`src/rtl/pipeline_ctrl_pkg.sv`:
```
// Shared pipeline control types: sequencer state and the stage load/squash bundle.
package rv32i_types;

  // RUN: pipeline advancing; WAIT: frozen on at least one outstanding cache access.
  typedef enum logic {
    RUN  = 1'b0,
    WAIT = 1'b1
  } pipe_ctrl_state_t;

  // Load and squash strobes for the PC and the four stage registers.
  // A squash only takes effect together with the load of the same register.
  typedef struct packed {
    logic load_pc;
    logic load_if_id;
    logic load_id_ex;
    logic load_ex_mem;
    logic load_mem_wb;
    logic squash_if_id;
    logic squash_id_ex;
  } pipe_ctrl_t;

  // Everything held, nothing cleared.
  localparam pipe_ctrl_t CTRL_HOLD = '0;

  // Control word for an advancing cycle. A redirect wins over a load-use
  // hazard because the hazarding instruction in ID is flushed anyway.
  function automatic pipe_ctrl_t advance_ctrl(input logic redirect, input logic load_use);
    pipe_ctrl_t c;
    c = CTRL_HOLD;
    if (redirect) begin
      c.load_pc      = 1'b1;
      c.load_if_id   = 1'b1;
      c.load_id_ex   = 1'b1;
      c.load_ex_mem  = 1'b1;
      c.load_mem_wb  = 1'b1;
      c.squash_if_id = 1'b1;
      c.squash_id_ex = 1'b1;
    end else if (load_use) begin
      // Hold PC and IF/ID, push a bubble into ID/EX, let the back end drain.
      c.load_id_ex   = 1'b1;
      c.squash_id_ex = 1'b1;
      c.load_ex_mem  = 1'b1;
      c.load_mem_wb  = 1'b1;
    end else begin
      c.load_pc      = 1'b1;
      c.load_if_id   = 1'b1;
      c.load_id_ex   = 1'b1;
      c.load_ex_mem  = 1'b1;
      c.load_mem_wb  = 1'b1;
    end
    return c;
  endfunction

endpackage

```
`src/rtl/pipeline_ctrl_perf.sv`:
```
// Stall/flush statistics and the memory-wait watchdog for the pipeline sequencer.
module pipeline_ctrl_perf
  import rv32i_types::*;
#(
  parameter int CNT_W   = 32,
  parameter int TIMEOUT = 1024
) (
  input  logic             clk,
  input  logic             rst,
  input  logic             mem_stall,
  input  logic             flush_apply,
  output logic [CNT_W-1:0] stall_cnt,
  output logic [CNT_W-1:0] flush_cnt,
  output logic             timeout_err
);

  // Wide enough to hold TIMEOUT itself; the counter saturates there.
  localparam int WAIT_W = $clog2(TIMEOUT + 1);
  localparam logic [WAIT_W-1:0] WAIT_LIMIT = WAIT_W'(TIMEOUT);
  localparam logic [WAIT_W-1:0] WAIT_LAST  = WAIT_W'(TIMEOUT - 1);

  logic [WAIT_W-1:0] wait_cnt;

  // Performance counters, free-running and wrapping.
  always_ff @(posedge clk or posedge rst) begin
    if (rst) begin
      stall_cnt <= '0;
      flush_cnt <= '0;
    end else begin
      if (mem_stall)   stall_cnt <= stall_cnt + CNT_W'(1);
      if (flush_apply) flush_cnt <= flush_cnt + CNT_W'(1);
    end
  end

  // Consecutive non-advancing cycles; saturates so it can never wrap back to 0.
  always_ff @(posedge clk or posedge rst) begin
    if (rst) begin
      wait_cnt <= '0;
    end else if (!mem_stall) begin
      wait_cnt <= '0;
    end else if (wait_cnt != WAIT_LIMIT) begin
      wait_cnt <= wait_cnt + WAIT_W'(1);
    end
  end

  // Sticky error, set on the edge where the wait count reaches TIMEOUT.
  always_ff @(posedge clk or posedge rst) begin
    if (rst) begin
      timeout_err <= 1'b0;
    end else if (mem_stall && (wait_cnt >= WAIT_LAST)) begin
      timeout_err <= 1'b1;
    end
  end

endmodule

```
`src/rtl/pipeline_ctrl.sv`:
```
// Central stall/flush sequencer for the 5-stage pipeline.
//
// Handshake note: imem_req/dmem_req are level requests held until served;
// imem_resp/dmem_resp are single-cycle valid pulses with no back-pressure.
// A response that arrives while the other cache is still stalling is latched
// in i_done/d_done so the served side is not re-requested; both latches drop
// on the cycle the pipeline advances.
module pipeline_ctrl
  import rv32i_types::*;
#(
  parameter int CNT_W   = 32,
  parameter int TIMEOUT = 1024
) (
  input  logic             clk,
  input  logic             rst,
  input  logic             imem_req,
  input  logic             imem_resp,
  input  logic             dmem_req,
  input  logic             dmem_resp,
  input  logic             redirect,
  input  logic             load_use,
  output logic             load_pc,
  output logic             load_if_id,
  output logic             load_id_ex,
  output logic             load_ex_mem,
  output logic             load_mem_wb,
  output logic             squash_if_id,
  output logic             squash_id_ex,
  output logic             mem_stall,
  output logic [CNT_W-1:0] stall_cnt,
  output logic [CNT_W-1:0] flush_cnt,
  output logic             timeout_err
);

  pipe_ctrl_state_t state_q, state_d;
  pipe_ctrl_t       ctrl;
  logic             i_done, d_done;
  logic             i_ok, d_ok, advance;
  logic             flush_apply;

  assign i_ok    = !imem_req | imem_resp | i_done;
  assign d_ok    = !dmem_req | dmem_resp | d_done;
  assign advance = i_ok & d_ok;

  // State register.
  always_ff @(posedge clk or posedge rst) begin
    if (rst) state_q <= RUN;
    else     state_q <= state_d;
  end

  // Next state: freeze on any unserved access, resume on the advancing cycle.
  always_comb begin
    state_d = state_q;
    case (state_q)
      RUN:     if (!advance) state_d = WAIT;
      WAIT:    if (advance)  state_d = RUN;
      default: state_d = RUN;
    endcase
  end

  // Early-response latches; a response on the advancing cycle is consumed directly.
  always_ff @(posedge clk or posedge rst) begin
    if (rst) begin
      i_done <= 1'b0;
      d_done <= 1'b0;
    end else if (advance) begin
      i_done <= 1'b0;
      d_done <= 1'b0;
    end else begin
      if (imem_resp) i_done <= 1'b1;
      if (dmem_resp) d_done <= 1'b1;
    end
  end

  // Stage strobes: all held during a memory wait or reset, prioritised otherwise.
  always_comb begin
    ctrl        = CTRL_HOLD;
    flush_apply = 1'b0;
    mem_stall   = 1'b0;
    if (!rst) begin
      mem_stall = !advance;
      if (advance) begin
        ctrl        = advance_ctrl(redirect, load_use);
        flush_apply = redirect;
      end
    end
  end

  assign load_pc      = ctrl.load_pc;
  assign load_if_id   = ctrl.load_if_id;
  assign load_id_ex   = ctrl.load_id_ex;
  assign load_ex_mem  = ctrl.load_ex_mem;
  assign load_mem_wb  = ctrl.load_mem_wb;
  assign squash_if_id = ctrl.squash_if_id;
  assign squash_id_ex = ctrl.squash_id_ex;

  pipeline_ctrl_perf #(
    .CNT_W  (CNT_W),
    .TIMEOUT(TIMEOUT)
  ) u_perf (
    .clk        (clk),
    .rst        (rst),
    .mem_stall  (mem_stall),
    .flush_apply(flush_apply),
    .stall_cnt  (stall_cnt),
    .flush_cnt  (flush_cnt),
    .timeout_err(timeout_err)
  );

endmodule
```
`config.mk`:
```
export PLATFORM = sky130hd
export DESIGN_NAME = pipeline_ctrl
export DESIGN_NICKNAME = d
export VERILOG_FILES = /design/src/rtl/pipeline_ctrl_pkg.sv /design/src/rtl/pipeline_ctrl_perf.sv /design/src/rtl/pipeline_ctrl.sv
export SDC_FILE = /design/constraint.sdc
export NUM_CORES = 1
export LEC_CHECK = 0
export CORE_ASPECT_RATIO = 0.8
export CORE_UTILIZATION = 30
export CTS_CLUSTER_SIZE = 16
export DETAILED_ROUTE_END_ITERATION = 10
export SLEW_MARGIN = 25
export SYNTH_ARGS = -nofsm -noshare
export SYNTH_HDL_FRONTEND = slang
export SYNTH_HIERARCHICAL = 1
export SYNTH_SLANG_ARGS = --single-unit
```
`constraint.sdc`:
```
create_clock -name clk -period 2.35 [get_ports clk]
set_input_delay 0.47 -clock clk [delete_from_list [all_inputs] [get_ports clk]]
set_output_delay 0.47 -clock clk [all_outputs]
set_load 0.02 [all_outputs]
```
==> results.py, run 1 <==
metrics = {
    "synth": {
        "synth_seq_cells": 78,
        "synth_area_leaders": "dfrtp_1 (53%), xnor2_1 (13%), nand4_1 (4.4%)",
        "synthCells": 316,
        "syn_avg_cell_area_um2": 11.7,
        "synth_most_common_cell": "dfrtp_1",
        "synth-edff-count": 0,
        "yosysTopAreaCell": "dfrtp_1",
        "syn_nets": 328,
        "netlist.area_leader.share": 0.526,
        "yosysUniqueCellTypes": 35,
        "async_flop_share": 1.00,
        "netlist_top_cells_count": "dfrtp_1 (78), xnor2_1 (57), nand3_1 (26), nand4_1 (26), nand2_1 (20)",
        "ys_warn_count": 6,
        "seq_area_frac_synth": 0.526,
        "netlist_area_um2": 3710,
        "synth_top_flop_cell": "dfrtp_1",
    },
    "floorplan": {
        "start_util": 0.315,
        "die_y_um": 101,
        "die_x_um": 126,
        "rows": 35,
        "pin_count": 81,
        "core_area_um2": 11800,
        "dieArea_um2": 12800,
    },
    "sta": {
        "rsz0062_at_grt": "true",
        "fin_crit_ns": 2.29,
        "max_freq_ghz": 0.437,
        "tightest_slew_ns": 0.586,
        "slew_violations": 0,
        "slew_headroom": 0.607,
        "min_period_over_period": 0.975,
        "fin_ws_ns": 0.0597,
        "hold_viol_final": 0,
        "setup_viol": 0,
        "skew_ns": 0.00940,
    },
    "critical_path": {
        "worst_setup_path_end_kind": "output port",
        "critPathMaxStageDelay_ns": 0.54,
        "crit_type": "in2out",
        "crit_buf_inv": 3,
        "cp_data_required_time_ns": 1.88,
        "crit_chain": "clkdlybuf4s50_1 > nor3b_4 > buf_4 > a2111oi_2 > clkdlybuf4s15_2",
        "cp_slowest_cell": "clkdlybuf4s50_1",
        "critPathMaxFanout": 4,
        "path_delay_family": "buffers and inverters",
        "start_kind": "input pin",
        "r2r_slack_ns": 0.38,
        "cp.arrival_ns": 1.82,
    },
    "global_routing": {
        "grt_max_degree": 77,
        "overflow": 0,
        "track_usage": 0.136,
        "grt_pass1_wl_mm": 13.6,
        "antenna_found_initial": 0,
        "grt_pass1_vias": 2710,
    },
    "finish": {
        "syn_to_final_growth_pct": 39.2,
        "fin_nets": 437,
        "antenna_cells": 0,
        "final_cells": 578,
        "drive_gt1_frac": 0.147,
        "postLayoutCellArea_um2": 5160,
        "fin_util": 0.438,
    },
    "placed_design": {
        "dpl-instance-area_um2": 4870,
        "placedCellCount": 560,
        "portBuffers": 80,
        "place_ws_ns": -0.363,
        "hpwl_mm": 5.71,
        "gp_congestion": 0.766,
    },
    "clocking": {
        "numCtsBuffers": 9,
        "htree_levels": 3,
        "cts_buffer_depth": 2,
        "cts_tree": "yes",
        "postCtsHoldBufs": 0,
        "numClockSinks": 78,
        "clock-root-buffer": "clkbuf_16",
        "clk_latency_ns": 0.33,
        "clk_pin_slew_ns": 0.06,
    },
    "route": {
        "drt_pass1_iterations": 4,
        "post-route-drc-count": 0,
        "ant_nets": 0,
        "wl_mm": 7.92,
        "vias_per_cell": 4.78,
        "drtIter0Drc": 130,
        "via_count": 2760,
        "wl_per_cell_um": 13.7,
    },
    "job": {
        "maxCapViolations": 0,
    },
    "worst_hold_path": {
        "min_path_type": "reg2reg",
    },
    "status": {
        "status": "completed",
    },
    "pwr": {
        "leakagePower_nw": 2.24,
        "ir_drop_v": 0.000283,
        "power_density_nw_per_um2": 675,
        "total_power_mw": 3.48,
    },
}
[kinds of logic (layout without fill, tap and decap cells)]
logic type / after synthesis / in the layout / synth area share
simple gates: 134 / 134 / 0.245
buf+inv: 17 / 131 / 0.0212
mux: 3 / 3 / 0.00877
xor+xnor: 69 / 69 / 0.163
compound gates: 11 / 11 / 0.0223
fa+ha+maj: 4 / 4 / 0.0135
flops: 78 / 78 / 0.526
[timing repair]
| action | in CTS | in global routing |
|---|---|---|
| resized for setup | 12 | 11 |
| buffers inserted | 2 | 0 |
| endpoints found under the setup margin | 8 | 10 |
| pin swaps | 1 | 1 |
[worst register-to-register path: cells and delay by family (launching register included)]
family,cells,cell delay [ns]
buf+inv,2,0.33
simple gates,5,0.99
flops,1,0.38
xor+xnor,1,0.16
[through the flow]
| step | hold WS [ns] | TNS [ns] |
|---|---|---|
| final | 0.472 | 0 |
| after floorplan | 0.220 | 0 |
| after global placement | 0.462 | -9.58 |
| after detailed placement | 0.467 | -11.80 |
| after CTS | 0.475 | 0 |
| after global routing | 0.493 | -0.0869 |
[state kept, by name (all words and copies together) (netlist names)]
| name | cells |
|---|---|
| d_done | 1 |
| i_done | 1 |
| u_perf/flush_cnt | 32 |
| u_perf/stall_cnt | 32 |
| u_perf/timeout_err | 1 |
| u_perf/wait_cnt | 11 |
[where the power goes]
group	total, mW	switching [mW]	internal, mW
clock network	1.35	0.536	0.814
logic	0.555	0.280	0.275
registers	1.58	0.146	1.43
[worst paths after layout]
kind                                             startpoint                                to  depth (start not counted)
setup / recovery                                  imem_resp                           load_pc                          5
hold / removal             u_perf/flush_cnt[31]$_DFFE_PP0P_  u_perf/flush_cnt[31]$_DFFE_PP0P_                          1
setup reg to reg                         d_done$_DFFE_PP0P_  u_perf/flush_cnt[27]$_DFFE_PP0P_                          8
hold reg to reg            u_perf/flush_cnt[31]$_DFFE_PP0P_  u_perf/flush_cnt[31]$_DFFE_PP0P_                          1
max in group asynchronous                               rst   u_perf/stall_cnt[3]$_DFFE_PP0P_                          4
min in group asynchronous                               rst                d_done$_DFFE_PP0P_                          3
[cell usage in the layout, fill, tap and decap left out, drive strengths merged, types with 6 or more instances in the layout]
cell type      synthesis  final
and2                   6      6
and3                   8      8
buf                    4     24
clkbuf                 2     10
clkdlybuf4s50          0     72
dfrtp                 78     78
inv                   11     10
nand2                 20     20
nand3                 27     27
nand4                 30     30
nor2                  10     10
nor3                   7      7
nor4                  12     12
xnor2                 57     57
xor2                  12     12
[area by class of cell]
cell class | instances | area (µm²)
Clock inverter | 7 | 65.1
Timing Repair Buffer | 104 | 995
Fill cell | 1090 | 6620
Sequential cell | 78 | 1950
Inverter | 11 | 45.0
Tap cell | 148 | 185
Multi-Input combinational cell | 221 | 1700
Clock buffer | 9 | 225
[routing by layer]
layer	share of wire	vias to the layer above	GRT usage	wire, µm
met5	0	-	0	0
met4	0.015	0	0.0500	117
met3	0.048	8	0.0433	382
met2	0.46	73	0.210	3660
met1	0.47	1352	0.180	3760
li1	-	1327	-	-
Power figures use the tool's default switching activity.
==> run 2: changes to the inputs <==
CTS_CLUSTER_SIZE = 30   (was 16)
PLACE_DENSITY = 0.63   (was not set)
==> results.py, run 2 (synthesis results as in run 1) <==
metrics = {
    "sta": {
        "slew_violations": 0,
        "fin_ws_ns": 0.0145,
        "max_freq_ghz": 0.428,
        "rsz0062_at_grt": "true",
        "min_period_over_period": 0.994,
        "fin_crit_ns": 2.34,
        "tightest_slew_ns": 0.534,
        "setup_viol": 0,
        "skew_ns": 0.00619,
        "hold_viol_final": 0,
        "slew_headroom": 0.641,
        "holdWs_ns": 0.468,
    },
    "finish": {
        "fin_nets": 436,
        "reg_top3": "u_perf/flush_cnt x32, u_perf/stall_cnt x32, u_perf/wait_cnt x11",
        "final_cells": 577,
        "antenna_cells": 0,
        "final_common_cell": "dfrtp_1",
        "syn_to_final_growth_pct": 38.9,
        "drive_gt1_frac": 0.149,
        "mostFrequentLayoutCells": "dfrtp_1 (78), clkdlybuf4s50_1 (72), xnor2_1 (57)",
    },
    "global_routing": {
        "track_usage": 0.133,
        "grt_pass1_wl_mm": 13.5,
        "grt_pass1_vias": 2767,
        "overflow": 0,
        "antenna_found_initial": 0,
        "grt_max_degree": 45,
    },
    "placed_design": {
        "hpwl_mm": 5.88,
        "place_ws_ns": -0.376,
        "gp_congestion": 0.802,
        "placedCellCount": 561,
        "portBuffers": 80,
    },
    "floorplan": {
        "rows": 35,
        "start_util": 0.315,
        "die_x_um": 126,
        "dieArea_um2": 12800,
        "die_y_um": 101,
        "pin_count": 81,
        "core_area_um2": 11800,
    },
    "critical_path": {
        "critPathMaxStageDelay_ns": 0.54,
        "cp_data_required_time_ns": 1.88,
        "crit_chain": "clkdlybuf4s50_1 > nor3b_4 > buf_4 > a2111oi_2 > dlygate4sd1_1",
        "path_delay_family": "buffers and inverters",
        "cp_slowest_cell": "clkdlybuf4s50_1",
        "start_kind": "input pin",
        "cp.arrival_ns": 1.87,
        "critPathMaxFanout": 5,
        "crit_buf_inv": 3,
        "crit_type": "in2out",
        "worst_setup_path_end_kind": "output port",
    },
    "route": {
        "drtIter0Drc": 103,
        "wl_mm": 7.99,
        "wl_per_cell_um": 13.8,
        "drt_pass1_iterations": 5,
        "ant_nets": 0,
        "vias_per_cell": 4.69,
        "via_count": 2709,
        "post-route-drc-count": 0,
    },
    "clocking": {
        "clock-root-buffer": "clkbuf_16",
        "cts_buffer_depth": 2,
        "clk_latency_ns": 0.34,
        "clk_pin_slew_ns": 0.06,
        "postCtsHoldBufs": 0,
        "numCtsBuffers": 9,
        "numClockSinks": 78,
        "htree_levels": 3,
        "cts_tree": "yes",
    },
    "status": {
        "status": "completed",
    },
    "pwr": {
        "power_density_nw_per_um2": 684,
        "leakagePower_nw": 2.23,
        "ir_drop_v": 0.000366,
    },
    "job": {
        "maxCapViolations": 0,
    },
    "worst_hold_path": {
        "min_path_type": "reg2reg",
    },
}
[run 2: report_power, final]
| part | switching, mW | leakage (nW) | internal [mW] |
|---|---|---|---|
| Clock | 0.561 | 0.142 | 0.826 |
| Sequential | 0.153 | 1.06 | 1.43 |
| Combinational | 0.278 | 1.03 | 0.274 |
[run 2: path summary, 6_finish.rpt]
check / startpoint / to / slack (ns) / cells past startpoint
setup reg to reg: d_done$_DFFE_PP0P_ / u_perf/stall_cnt[17]$_DFFE_PP0P_ / 0.36 / 7
min in group asynchronous: rst / d_done$_DFFE_PP0P_ / 0.62 / 3
hold reg to reg: u_perf/timeout_err$_DFFE_PP0P_ / u_perf/timeout_err$_DFFE_PP0P_ / 0.47 / 1
setup / recovery: imem_resp / load_pc / 0.01 / 5
max in group asynchronous: rst / u_perf/flush_cnt[20]$_DFFE_PP0P_ / 1.13 / 4
hold / removal: u_perf/timeout_err$_DFFE_PP0P_ / u_perf/timeout_err$_DFFE_PP0P_ / 0.47 / 1
[run 2: timing repair]
| action | CTS | global route |
|---|---|---|
| resized for setup | 13 | 10 |
| endpoints found under the setup margin | 8 | 14 |
| pin swaps | 0 | 2 |
| buffers inserted | 0 | 0 |
[run 2: worst reg2reg max path, delay by kind of cell, from the launching register on]
family,cells,cell delay [ns]
flip-flops,1,0.41
AO/OA/AOI/OAI,1,0.23
XOR/XNOR,1,0.16
AND/OR/NAND/NOR,4,0.85
buffers and inverters,1,0.23
[run 2: through the flow]
stage / TNS, ns / cell area, µm² / power [mW] / utilization
2_1_floorplan: 0 / 3730 / 1.88 / -
3_3_place_gp: -8.28 / 4860 / 2.16 / 0.413
3_5_place_dp: -11.23 / 4860 / 2.18 / 0.413
4_1_cts: 0 / 5160 / 3.58 / 0.438
5_1_grt: -0.140 / 5150 / 3.68 / 0.437
6_report: 0 / 5150 / 3.52 / 0.437
[run 2: final cells by class]
type | instances | area, µm²
Sequential cell | 78 | 1950
Multi-Input combinational cell | 221 | 1700
Tap cell | 148 | 185
Inverter | 11 | 45.0
Clock inverter | 7 | 72.6
Fill cell | 1094 | 6630
Clock buffer | 9 | 225
Timing Repair Buffer | 103 | 972
[run 2: metal layers]
metal  track usage  share of wire  vias to the layer above
met5             0              0                        -
met4        0.0482          0.011                        0
met3        0.0433          0.039                        8
met2         0.221           0.48                       51
met1         0.164           0.47                     1327
li1              -              -                     1323
